[config.mk]
export PLATFORM = sky130hd
export DESIGN_NAME = wakeup_array_flat
export DESIGN_NICKNAME = d
export VERILOG_FILES = /design/src/rtl/wakeup_array_pkg.sv /design/src/rtl/wakeup_array_if.sv /design/src/rtl/wakeup_array_age_select.sv /design/src/rtl/wakeup_array.sv /design/src/flat_wrapper.sv
export SDC_FILE = /design/constraint.sdc
export NUM_CORES = 1
export LEC_CHECK = 0
export ABC_AREA = 0
export BUFFER_PORTS_ARGS = -buffer_cell sky130_fd_sc_hd__buf_2
export CORE_MARGIN = 2
export CORE_UTILIZATION = 61
export DETAILED_ROUTE_END_ITERATION = 7
export PLACE_DENSITY = 0.77
export RECOVER_POWER = 25
export SETUP_SLACK_MARGIN = 0.02
export SYNTH_ARGS = -nofsm -noshare
export SYNTH_HDL_FRONTEND = slang
export SYNTH_SLANG_ARGS = --single-unit
[constraint.sdc]
create_clock -name clk -period 3.9 [get_ports clk]
set_input_delay 0.195 -clock clk [delete_from_list [all_inputs] [get_ports clk]]
set_output_delay 0.195 -clock clk [all_outputs]
set_load 0.01 [all_outputs]
[src/rtl/wakeup_array_pkg.sv]
// Shared core constants and the scheduler entry record used by the wakeup array.
package wakeup_array_pkg;

   localparam int NUM_FUS = 2;
   localparam int DEP_W   = 2 * NUM_FUS;
   localparam int TAG_W   = 6;

   typedef struct packed {
      logic             valid;
      logic [TAG_W-1:0] tag;
      logic [DEP_W-1:0] dep1;
      logic [DEP_W-1:0] dep2;
   } wakeup_entry_t;

endpackage

[src/rtl/wakeup_array_if.sv]
// Dispatch/wakeup/issue bundle between Dispatch, the producers and the wakeup array.
interface wakeup_array_if #(
   parameter int NUM_ENTRIES = 8,
   parameter int DEP_W       = wakeup_array_pkg::DEP_W,
   parameter int TAG_W       = wakeup_array_pkg::TAG_W
);
   logic                           entry_free;
   logic                           dispatch_valid;
   logic                           src1_dp_en;
   logic                           src2_dp_en;
   logic [DEP_W-1:0]               src1_dp_loc;
   logic [DEP_W-1:0]               src2_dp_loc;
   logic [TAG_W-1:0]               dispatch_tag;
   logic [DEP_W-1:0]               wakeup_vec;
   logic                           issue_valid;
   logic                           issue_ready;
   logic [TAG_W-1:0]               issue_tag;
   logic [$clog2(NUM_ENTRIES):0]   occupancy;
   logic                           flush;

   modport master (
      output dispatch_valid, src1_dp_en, src2_dp_en, src1_dp_loc, src2_dp_loc,
             dispatch_tag, wakeup_vec, issue_ready, flush,
      input  entry_free, issue_valid, issue_tag, occupancy
   );

   modport slave (
      input  dispatch_valid, src1_dp_en, src2_dp_en, src1_dp_loc, src2_dp_loc,
             dispatch_tag, wakeup_vec, issue_ready, flush,
      output entry_free, issue_valid, issue_tag, occupancy
   );
endinterface

[src/rtl/wakeup_array_age_select.sv]
// Oldest-ready picker: grants the ready slot that no other ready slot is older than.
module wakeup_age_select #(
   parameter int NUM_ENTRIES = 8
) (
   input  logic [NUM_ENTRIES-1:0] age [NUM_ENTRIES],
   input  logic [NUM_ENTRIES-1:0] ready,
   output logic [NUM_ENTRIES-1:0] grant,
   output logic                   found
);

   logic [NUM_ENTRIES-1:0] blocked;

   // age[j][i] set means j is older than i, so any older ready j blocks i
   always_comb begin
      blocked = '0;
      grant   = '0;
      for (int i = 0; i < NUM_ENTRIES; i++) begin
         for (int j = 0; j < NUM_ENTRIES; j++) begin
            if (ready[j] && age[j][i]) begin
               blocked[i] = 1'b1;
            end
         end
         grant[i] = ready[i] && !blocked[i];
      end
      found = |ready;
   end

endmodule

[src/rtl/wakeup_array.sv]
// Wakeup/issue scheduler array. Define WAKEUP_PERF_CNT_EN to add stall/issue counters.
module wakeup_array
   import wakeup_array_pkg::*;
#(
   parameter int NUM_ENTRIES = 8,
   parameter int DEP_W       = wakeup_array_pkg::DEP_W,
   parameter int TAG_W       = wakeup_array_pkg::TAG_W
) (
   input  logic clk,
   input  logic rst,
   wakeup_array_if.slave bus
`ifdef WAKEUP_PERF_CNT_EN
   ,
   output logic [31:0] stall_cycles,
   output logic [31:0] issue_count
`endif
);

   localparam int IDX_W = $clog2(NUM_ENTRIES);
   localparam int OCC_W = $clog2(NUM_ENTRIES) + 1;

   wakeup_entry_t          entry_q [NUM_ENTRIES];
   wakeup_entry_t          entry_d [NUM_ENTRIES];
   logic [NUM_ENTRIES-1:0] age_q   [NUM_ENTRIES];
   logic [NUM_ENTRIES-1:0] age_d   [NUM_ENTRIES];
   logic [OCC_W-1:0]       occ_q, occ_d;
   logic [TAG_W-1:0]       last_tag_q, last_tag_d;

   logic [NUM_ENTRIES-1:0] valid_vec;
   logic [NUM_ENTRIES-1:0] ready;
   logic [NUM_ENTRIES-1:0] grant;
   logic                   found;
   logic [TAG_W-1:0]       sel_tag;
   logic [IDX_W-1:0]       free_idx;
   logic                   any_free;
   logic                   issue_fire;
   logic                   dispatch_acc;
   logic [DEP_W-1:0]       new_dep1;
   logic [DEP_W-1:0]       new_dep2;

   // Slot status, lowest free slot and the tag of the granted slot, all from registers
   always_comb begin
      free_idx = '0;
      sel_tag  = '0;
      for (int i = NUM_ENTRIES - 1; i >= 0; i--) begin
         valid_vec[i] = entry_q[i].valid;
         ready[i]     = entry_q[i].valid && (entry_q[i].dep1 == '0) && (entry_q[i].dep2 == '0);
         if (!entry_q[i].valid) begin
            free_idx = IDX_W'(i);
         end
         if (grant[i]) begin
            sel_tag = sel_tag | entry_q[i].tag;
         end
      end
      any_free = ~&valid_vec;
   end

   wakeup_age_select #(.NUM_ENTRIES(NUM_ENTRIES)) u_age_select (
      .age   (age_q),
      .ready (ready),
      .grant (grant),
      .found (found)
   );

   always_comb begin
      bus.entry_free  = any_free;
      bus.issue_valid = found;
      bus.issue_tag   = found ? sel_tag : last_tag_q;
      bus.occupancy   = occ_q;
      issue_fire      = found && bus.issue_ready;
      dispatch_acc    = bus.dispatch_valid && any_free && !bus.flush;
      new_dep1        = (bus.src1_dp_en ? bus.src1_dp_loc : '0) & ~bus.wakeup_vec;
      new_dep2        = (bus.src2_dp_en ? bus.src2_dp_loc : '0) & ~bus.wakeup_vec;
      last_tag_d      = bus.issue_tag;
   end

   // Wakeup clears first, then issue frees its slot, dispatch fills a free one, flush wins
   always_comb begin
      for (int i = 0; i < NUM_ENTRIES; i++) begin
         entry_d[i]      = entry_q[i];
         age_d[i]        = age_q[i];
         entry_d[i].dep1 = entry_q[i].dep1 & ~bus.wakeup_vec;
         entry_d[i].dep2 = entry_q[i].dep2 & ~bus.wakeup_vec;
         if (issue_fire && grant[i]) begin
            entry_d[i].valid = 1'b0;
         end
      end
      if (dispatch_acc) begin
         entry_d[free_idx].valid = 1'b1;
         entry_d[free_idx].tag   = bus.dispatch_tag;
         entry_d[free_idx].dep1  = new_dep1;
         entry_d[free_idx].dep2  = new_dep2;
         age_d[free_idx]         = '0;
         for (int j = 0; j < NUM_ENTRIES; j++) begin
            age_d[j][free_idx] = valid_vec[j];
         end
      end
      if (bus.flush) begin
         for (int i = 0; i < NUM_ENTRIES; i++) begin
            entry_d[i].valid = 1'b0;
         end
      end
   end

   always_comb begin
      occ_d = occ_q;
      if (bus.flush) begin
         occ_d = '0;
      end else if (dispatch_acc && !issue_fire) begin
         occ_d = occ_q + OCC_W'(1);
      end else if (!dispatch_acc && issue_fire) begin
         occ_d = occ_q - OCC_W'(1);
      end
   end

   always_ff @(posedge clk) begin
      if (rst) begin
         for (int i = 0; i < NUM_ENTRIES; i++) begin
            entry_q[i] <= '0;
            age_q[i]   <= '0;
         end
         occ_q      <= '0;
         last_tag_q <= '0;
      end else begin
         for (int i = 0; i < NUM_ENTRIES; i++) begin
            entry_q[i] <= entry_d[i];
            age_q[i]   <= age_d[i];
         end
         occ_q      <= occ_d;
         last_tag_q <= last_tag_d;
      end
   end

`ifdef WAKEUP_PERF_CNT_EN
   logic [31:0] stall_cycles_q, stall_cycles_d;
   logic [31:0] issue_count_q, issue_count_d;

   // Saturating event counters
   always_comb begin
      stall_cycles_d = stall_cycles_q;
      issue_count_d  = issue_count_q;
      if (bus.dispatch_valid && !any_free && (stall_cycles_q != '1)) begin
         stall_cycles_d = stall_cycles_q + 32'd1;
      end
      if (issue_fire && (issue_count_q != '1)) begin
         issue_count_d = issue_count_q + 32'd1;
      end
   end

   always_ff @(posedge clk) begin
      if (rst) begin
         stall_cycles_q <= '0;
         issue_count_q  <= '0;
      end else begin
         stall_cycles_q <= stall_cycles_d;
         issue_count_q  <= issue_count_d;
      end
   end

   assign stall_cycles = stall_cycles_q;
   assign issue_count  = issue_count_q;
`endif

endmodule

[src/flat_wrapper.sv]
// flat-port wrapper written by rule: the top's interface ports become plain ports
module wakeup_array_flat import wakeup_array_pkg::*;
#(
   parameter int NUM_ENTRIES = 8,
   parameter int DEP_W       = wakeup_array_pkg::DEP_W,
   parameter int TAG_W       = wakeup_array_pkg::TAG_W
)
  (clk, rst, bus_dispatch_valid, bus_src1_dp_en, bus_src2_dp_en, bus_src1_dp_loc, bus_src2_dp_loc, bus_dispatch_tag, bus_wakeup_vec, bus_issue_ready, bus_flush, bus_entry_free, bus_issue_valid, bus_issue_tag, bus_occupancy);
  wakeup_array_if #(.NUM_ENTRIES(NUM_ENTRIES), .DEP_W(DEP_W), .TAG_W(TAG_W)) bus_i ();
  input  logic clk;
  input  logic rst;
  input wire logic [$bits(bus_i.dispatch_valid)-1:0] bus_dispatch_valid;
  input wire logic [$bits(bus_i.src1_dp_en)-1:0] bus_src1_dp_en;
  input wire logic [$bits(bus_i.src2_dp_en)-1:0] bus_src2_dp_en;
  input wire logic [$bits(bus_i.src1_dp_loc)-1:0] bus_src1_dp_loc;
  input wire logic [$bits(bus_i.src2_dp_loc)-1:0] bus_src2_dp_loc;
  input wire logic [$bits(bus_i.dispatch_tag)-1:0] bus_dispatch_tag;
  input wire logic [$bits(bus_i.wakeup_vec)-1:0] bus_wakeup_vec;
  input wire logic [$bits(bus_i.issue_ready)-1:0] bus_issue_ready;
  input wire logic [$bits(bus_i.flush)-1:0] bus_flush;
  output wire logic [$bits(bus_i.entry_free)-1:0] bus_entry_free;
  output wire logic [$bits(bus_i.issue_valid)-1:0] bus_issue_valid;
  output wire logic [$bits(bus_i.issue_tag)-1:0] bus_issue_tag;
  output wire logic [$bits(bus_i.occupancy)-1:0] bus_occupancy;
  assign bus_i.dispatch_valid = bus_dispatch_valid;
  assign bus_i.src1_dp_en = bus_src1_dp_en;
  assign bus_i.src2_dp_en = bus_src2_dp_en;
  assign bus_i.src1_dp_loc = bus_src1_dp_loc;
  assign bus_i.src2_dp_loc = bus_src2_dp_loc;
  assign bus_i.dispatch_tag = bus_dispatch_tag;
  assign bus_i.wakeup_vec = bus_wakeup_vec;
  assign bus_i.issue_ready = bus_issue_ready;
  assign bus_i.flush = bus_flush;
  assign bus_entry_free = bus_i.entry_free;
  assign bus_issue_valid = bus_i.issue_valid;
  assign bus_issue_tag = bus_i.issue_tag;
  assign bus_occupancy = bus_i.occupancy;
  wakeup_array #(.NUM_ENTRIES(NUM_ENTRIES), .DEP_W(DEP_W), .TAG_W(TAG_W)) u_core (.clk(clk), .rst(rst), .bus(bus_i));
endmodule
## Word-level counts from Yosys, hierarchy flattened

Memory sizes are Yosys's and may differ from the RTL's.
Cells that the tools add are included.

| cells by class | value |
|---|---|
| add/sub/neg operators | 2 |
| order comparisons | 4 |
| muxes and demuxes | 137 |
| bitwise gates (word level) | 37 |
| reductions and logical operators | 135 |

Operators with widths:

| cell | count |
|---|---|
| $bwmux W120 | 4 |
| $demux W15 S3 | 4 |
| $mux W15 | 9 |
| $mux W120 | 1 |
| $logic_and A1 B1 Y1 | 103 |
| $mux W1 | 84 |
| $and A4 B4 Y4 | 18 |
| $and A64 B64 Y64 | 1 |
| $bwmux W8 | 8 |
| $logic_not A4 Y1 | 16 |
| $not A64 Y64 | 1 |
| $mux W6 | 9 |
| $or A6 B6 Y6 | 7 |
| $demux W8 S3 | 1 |
| $mux W3 | 8 |
| $mux W4 | 5 |
| $mux W8 | 2 |
| $mux W14 | 1 |
| $logic_not A1 Y1 | 12 |
| $or A1 B1 Y1 | 8 |
| $reduce_and A8 Y1 | 1 |
| $reduce_or A8 Y1 | 1 |
| $add A4 B1 Y4 const B | 1 |
| $ge A4 B4 Y1 const B | 1 |
| other kinds (9) | 9 |

| word-level totals | value |
|---|---|
| register bits after elaboration | 74 |
| bits in writable memories | 120 |
| output and inout bits | 12 |
| memories | 1 |

Memories:

| memory | words | bits a word | read ports | clocked after memory_dff | wr ports | line | RTL |
|---|---|---|---|---|---|---|---|
| u_core.entry_q | 8 | 15 | 8 | 0 | 8 | wakeup_array.sv:22 | `wakeup_entry_t entry_q [NUM_ENTRIES];` |

## Longest topological paths before layout

Gate-level depths: netlist (run 1).
An unclocked memory read counts as a cell.

| logic depth | value |
|---|---|
| word-level depth | 31 |
| mapped depth | 15 |

## By module

A second synthesis (run 1) with hierarchy kept.

| second synthesis, totals | value |
|---|---|
| cells, all modules | 944 |
| area, all modules | 8036.5 sq um |

By module, submodules not included:

| module | times used | cells an instance | area each (sq um) | seq. area each (sq um) |
|---|---|---|---|---|
| wakeup_array | 1 | 877 | 7608.5 | 3883.7 |
| wakeup_age_select | 1 | 67 | 427.9 | 0.0 |

## Worst setup path before layout (run 1)

OpenSTA, ideal clock, no wires.

| path | value |
|---|---|
| path type | reg2reg |
| start point | mem u_core.entry_q[0][59] (netlist name) |
| end point | reg u_core.occ_q[3] (netlist: u_core.bus.occupancy[3]) |
| setup time | 0.071 ns |
| data arrival time | 2.884 ns |
| data required time | 3.829 ns |
| setup slack | 0.946 ns |
| stages on the path, launching flop included | 16 |
| buffers on the path | 2 |
| clock period less this slack | 2.954 ns |
| cells stage by stage | dfxtp_1 -> clkbuf_1 -> nor3b_2 -> nand3_1 -> nand4b_1 -> or2_2 -> clkbuf_1 -> nand2_1 -> ha_1 -> inv_1 -> ha_1 -> a21o_1 -> a21oi_1 -> xnor2_1 -> or3_1 -> a21oi_1 |

RTL lines:

| element | line | RTL |
|---|---|---|
| from (decl) | wakeup_array.sv:22 |  |
| to (signal assigned) | wakeup_array.sv:122 | `occ_q <= '0;` |
| to (signal assigned) | wakeup_array.sv:129 | `occ_q <= occ_d;` |
| to (decl) | wakeup_array.sv:26 | `logic [OCC_W-1:0] occ_q, occ_d;` |

==> impl_metrics.yaml, run 1 <==
timing:
  shortest_period_the_worst_path_allows_ns: 3.69
  grt_setup_unrepaired: "no"
  worst_skew_ns: 0.00571
  setup_tns_ns: 0
  fin_crit_sh_pct: 94.6
  max-slew-margin-rel_pct: 6.25
  max_clock_freq_mhz: 271
  setup_viol_count_final: 0
  timing_hold_violations_final: 0
  worstMarginPinSlew_ns: 1.41
  timing_max_transition_violations_final: 0
cells_and_area:
  final_area_um2: 9270
  layout.nets: 1058
  flow.area_growth_from_synthesis_pct: 10.2
  finish.utilization_pct: 69.5
  antenna-diode-count: 0
  post_route_cells_drive_above_1_share_pct: 10.9
clocking:
  numClockSinks: 194
  clkSlewWorstSetupHoldPaths_ns: 0.07
  htree_num_levels: 4
  cts_max_path_buffers: 2
  insertion_delay_ns: 0.43
  tritoncts: "done"
  tritoncts.num_buffers: 17
  ctsRootBufferMaster: "clkbuf_16"
floorplanning:
  start_util_pct: 63.1
  fp.dieH_um: 121
  fp.coreArea_um2: 13300
  die-width_um: 121
  floorplan.rows: 42
  die_area_um2: 14800
  pin_count: 37
logic_synthesis:
  cell_types_with_the_largest_area_share_after_synthesis: "dfxtp_1 (46%), nand2_1 (8.4%), a21oi_1 (8.1%)"
  yosysTopAreaCell: "dfxtp_1"
  postSynthCellCount: 1015
  area_of_the_mapped_netlist_um2: 8420
  synth-main-ff-cell: "dfxtp_1"
  cell_with_the_most_instances_after_synthesis: "dfxtp_1"
  synth_seq_cells: 194
  async_flop_share_pct: 0
  synth.avg_cell_area_um2: 8.29
  post-synth-top-area-fraction_pct: 46.1
  post_synth_edffs: 0
  synth_top_cells_by_count: "dfxtp_1 (194), nand2_1 (188), a21oi_1 (137)"
  synth-seq-area-share_pct: 46.1
  synth.yosys.warnings: 0
  yosys.cell_types.count: 58
  mappedNetlistNets: 1044
pwr:
  p_seq_share_pct: 53.2
  p_clk_share_pct: 42.1
  leakagePower_uw: 0.00308
  power_density_nw_per_um2: 405
  vdd_drop_max_mv: 0.378
  power_report.internal_total_uw: 2870
  switching_power_uw: 888
  sw_share_pct: 23.6
  comb_power_share_pct: 4.6
setup_path:
  timing.critical_path.from_type: "flop"
  critPathRequiredTime_ns: 3.70
  setup.worst_path.end_class: "primary output"
  timing.critical_path.fanout_max: 7
  worstPathArrival_ns: 3.49
  worstSetupPathType: "reg2out"
global_route:
  grt_first_pass_wirelength_um: 39700
  grt_antenna_before_repair: 0
  grt.total_usage_pct: 35.4
  globalRoute.totalOverflow: 0
  first_global_vias: 7215
  grt_max_degree: 72
drt:
  first_iter_violations: 1121
  remaining_drc_errors: 0
  wl_per_cell_um: 20.7
  remaining_antenna_violation_count_after_routing: 0
  vias: 7733
  detail_route.vias_per_cell: 6.35
  detailedRoute.firstPassIterationCount: 6
  drt-total-wl_um: 25200
outcome:
  run_status: "finished clean"
placement:
  detailed_place_hpwl_um: 17000
  placement.cell_area_um2: 8750
  routability_driven_placement_congestion_ratio: 1.03
  buffer_ports.inserted: 36
run:
  cap_violations: 0
hold_path:
  hold_class: "in2reg"
path summary, 6_finish.rpt:
path	end	slack, ns	startpoint	depth (start not counted)
worst max register to register	u_core.age_q[19]	0.35	u_core.entry_q[0][89]	7
worst max-delay path	bus_issue_tag[5]	0.21	u_core.entry_q[0][91]	8
worst min-delay path	flop	0.07	bus_dispatch_tag[0]	3
worst min register to register	flop	0.45	flop	2
critical path, cell delays in order (launching register included):
cell and delay [ns]:
dfxtp_1 0.32, nor4_2 0.42, nand4_2 0.31, o2111ai_1 0.53, nor2_1 0.19, a2111oi_1 0.72, nand4_1 0.27, o21a_1 0.17
buf_2 0.13
cell type report:
| type | instances | area [um^2] |
|---|---|---|
| sequential | 194 | 3880 |
| fill | 1141 | 4070 |
| clock inverter | 13 | 88.8 |
| tap | 176 | 220 |
| timing repair buffer | 62 | 363 |
| multi-input combinational | 715 | 4130 |
| inverter | 39 | 146 |
| clock buffer | 18 | 439 |
per-layer routing:
layer  track usage [%]  vias to the layer above  share of wire [%]
li1                  -                     3599                  -
met1              49.4                     3662                 43
met2              52.8                      406                 44
met3              9.92                       66                 10
met4              11.9                        0                2.6
met5                 0                        -                  0
cells in the final DEF, fill, tap and decap left out, drive strengths merged, types with 4 or more instances in the layout:
master and instances:
inv 40, nor2 63, nand2 188, and3 10
mux2i 11, or2 4, a21oi 137, clkinv 7
o21a 26, o211a 5, o31ai 6, o2111ai 10
clkbuf 26, a211oi 7, nand3b 56, nand3 15
nand4b 4, o21ai 6, buf 53, nand4 45
nor3 37, and4b 4, a22oi 17, nor3b 17
clkinvlp 5, nor4 13, dfxtp 194
kinds of logic (layout without fill, tap and decap cells):
family                   after synthesis  in the layout  synth area share, %
AO/OA/AOI/OAI                        225            225                 16.3
adder cells (fa/ha/maj)                4              4                0.684
AND/OR/NAND/NOR                      472            472                 30.3
buffers and inverters                106            132                 4.92
multiplexers                          11             11                 1.31
XOR/XNOR                               3              3                0.312
flip-flops                           194            194                 46.1
per-stage QoR:
step	hold slack (ns)	power [uW]	setup slack, ns	instances
3_5_place_dp	0.444	2220	0.623	1185
2_1_floorplan	0.302	2160	0.946	1015
6_report	0.0729	3760	0.212	1217
3_3_place_gp	0.438	2220	0.726	1185
4_1_cts	0.00145	3760	0.264	1216
5_1_grt	0.0887	3870	0.0792	1217
power groups by stage:
stage	clock [uW]	sequential (uW)	combinational (uW)
after CTS	1580	2000	172
after detailed placement	0	2050	171
after global placement	0	2050	170
after global routing	1670	2000	189
after floorplan	0	2040	112
final	1580	2000	175
repair_timing:
action,CTS,global route
setup buffers,0,0
hold buffers,0,1
setup endpoints to repair,0,1
hold endpoints to repair,0,1
resized for setup,0,1
Note: power is estimated with default switching activity, not from simulation.
==> run 2: changes to the inputs <==
--- a/config.mk
+++ b/config.mk
@@ -8,9 +8,11 @@
 export ABC_AREA = 0
 export BUFFER_PORTS_ARGS = -buffer_cell sky130_fd_sc_hd__buf_2
 export CORE_MARGIN = 2
-export CORE_UTILIZATION = 61
+export CORE_UTILIZATION = 56
+export CTS_CLUSTER_DIAMETER = 120
 export DETAILED_ROUTE_END_ITERATION = 7
-export PLACE_DENSITY = 0.77
+export GPL_TIMING_DRIVEN = 1
+export PLACE_DENSITY = 0.72
 export RECOVER_POWER = 25
 export SETUP_SLACK_MARGIN = 0.02
 export SYNTH_ARGS = -nofsm -noshare
==> impl_metrics.yaml, run 2 (same netlist as run 1, synthesis figures left out) <==
setup_path:
  worst_path_max_delay_cell: "a2111oi_1"
  worstSetupPathType: "reg2out"
  timing.critical_path.fanout_max: 7
  cp_cell_sequence: "nor4_2 > nand4_2 > o2111ai_1 > nor2_1 > a2111oi_1 > nand4_1 > o21a_1 > buf_2"
  worstPathArrival_ns: 3.42
  worst_setup_path_startpoint: "u_core.entry_q[0][91]"
  timing.critical_path.from_type: "flop"
  crit_path_max_incr_delay_ns: 0.73
  worst_r2r_startpoint: "u_core.entry_q[0][104]"
  setup.worst_path.end_class: "primary output"
  critPathRequiredTime_ns: 3.70
timing:
  fin_crit_sh_pct: 92.8
  grt_setup_unrepaired: "no"
  shortest_period_the_worst_path_allows_ns: 3.62
  max_clock_freq_mhz: 276
  timing_hold_violations_final: 0
  setup_tns_ns: 0
  timing_max_transition_violations_final: 0
  max-slew-margin-rel_pct: 30.6
  setup_viol_count_final: 0
  worstMarginPinSlew_ns: 1.03
  worst_skew_ns: 0.00829
clocking:
  htree_num_levels: 4
  cts_max_path_buffers: 2
  insertion_delay_ns: 0.44
  tritoncts: "done"
  clkSlewWorstSetupHoldPaths_ns: 0.07
  numClockSinks: 194
  tritoncts.num_buffers: 17
  ctsRootBufferMaster: "clkbuf_16"
  cts_post_setup_buffers_inserted: 0
hold_path:
  min-delay-start: "bus_dispatch_tag[3]"
  hold_class: "in2reg"
global_route:
  grt_antenna_before_repair: 0
  first_global_vias: 7225
  grt.total_usage_pct: 32.7
  grt_first_pass_wirelength_um: 40500
  grt_max_degree: 81
  globalRoute.totalOverflow: 0
floorplanning:
  fp.dieH_um: 127
  floorplan.rows: 44
  fp.coreArea_um2: 14600
  start_util_pct: 57.7
  die-width_um: 127
  pin_count: 37
  die_area_um2: 16000
placement:
  placement.cell_area_um2: 8770
  detailed_place_hpwl_um: 17500
  routability_driven_placement_congestion_ratio: 1.03
  numPlacedInstances: 1194
  buffer_ports.inserted: 36
cells_and_area:
  final_cell_mix: "dfxtp_1 (194), nand2_1 (188), a21oi_1 (137)"
  layout.nets: 1059
  fin_cells: 1227
  layout_commonest_cell: "dfxtp_1"
  flow.area_growth_from_synthesis_pct: 12.1
  antenna-diode-count: 0
  final_area_um2: 9440
  post_route_cells_drive_above_1_share_pct: 10.9
drt:
  remaining_antenna_violation_count_after_routing: 0
  remaining_drc_errors: 0
  vias: 7743
  detail_route.vias_per_cell: 6.31
  wl_per_cell_um: 20.8
  detailedRoute.firstPassIterationCount: 5
  first_iter_violations: 1127
  drt-total-wl_um: 25500
pwr:
  leakagePower_uw: 0.00317
  power_density_nw_per_um2: 440
  vdd_drop_max_mv: 0.332
outcome:
  run_status: "finished clean"
run:
  cap_violations: 0
## run 2: cell types whose count changed in the layout (fill, tap and decap cells not counted), moves of 2 or more
cell / change
clkbuf_8: +7
clkbuf_1: +2
bufinv_16: +4
clkinvlp_4: -5
clkinv_2: -5
## run 2: per-layer routing
metal	wire length (um)	up-vias	track usage, %	share of wire [%]
li1	-	3599	-	-
met1	11000	3710	46.7	43
met2	11300	376	48.9	44
met3	2510	58	7.42	9.8
met4	713	0	11.3	2.8
met5	0	-	0	0
## run 2: path summary, 6_finish.rpt
kind | cells past startpoint | slack (ns) | end
worst max register to register | 7 | 0.54 | flop
worst min-delay path | 3 | 0.09 | flop
worst min register to register | 2 | 0.45 | flop
worst max-delay path | 8 | 0.28 | bus_issue_tag[3]
## run 2: what timing repair did
action,4_1_cts,5_1_grt
setup endpoints to repair,0,2
hold buffers,1,0
endpoints found under the hold margin,1,0
gates resized for setup,0,2
## run 2: worst max-delay path: cells and delay by family, from the launching register on
kind	cells	cell delay (ns)
AOI/OAI and AO/OA	3	1.38
buffers and inverters	1	0.13
DFF	1	0.32
and+or+nand+nor	4	1.15
## run 2: area by class of cell
cell class | count | area, um^2
fill | 1250 | 5150
multi-input combinational | 715 | 4130
sequential | 194 | 3880
clock buffer | 26 | 539
timing repair buffer | 63 | 367
tap | 184 | 230
inverter | 39 | 146
clock inverter | 6 | 138
## run 2: stage by stage
stage / hold WS, ns / util, % / power (uW) / worst slack (ns)
after global routing: 0.0926 / 64.7 / 4260 / 0.110
after detailed placement: 0.446 / 60.1 / 2220 / 0.647
after floorplan: 0.302 / - / 2160 / 0.946
after CTS: 0.0852 / 64.8 / 4160 / 0.227
after global placement: 0.438 / 60.1 / 2220 / 0.709
final: 0.0940 / 64.7 / 4150 / 0.282
## run 2: power breakdown
part	leakage, uW	switching (uW)	internal, uW
clock	0.000333	759	1220
sequential	0.00156	8.94	1990
combinational	0.00127	122	55.0
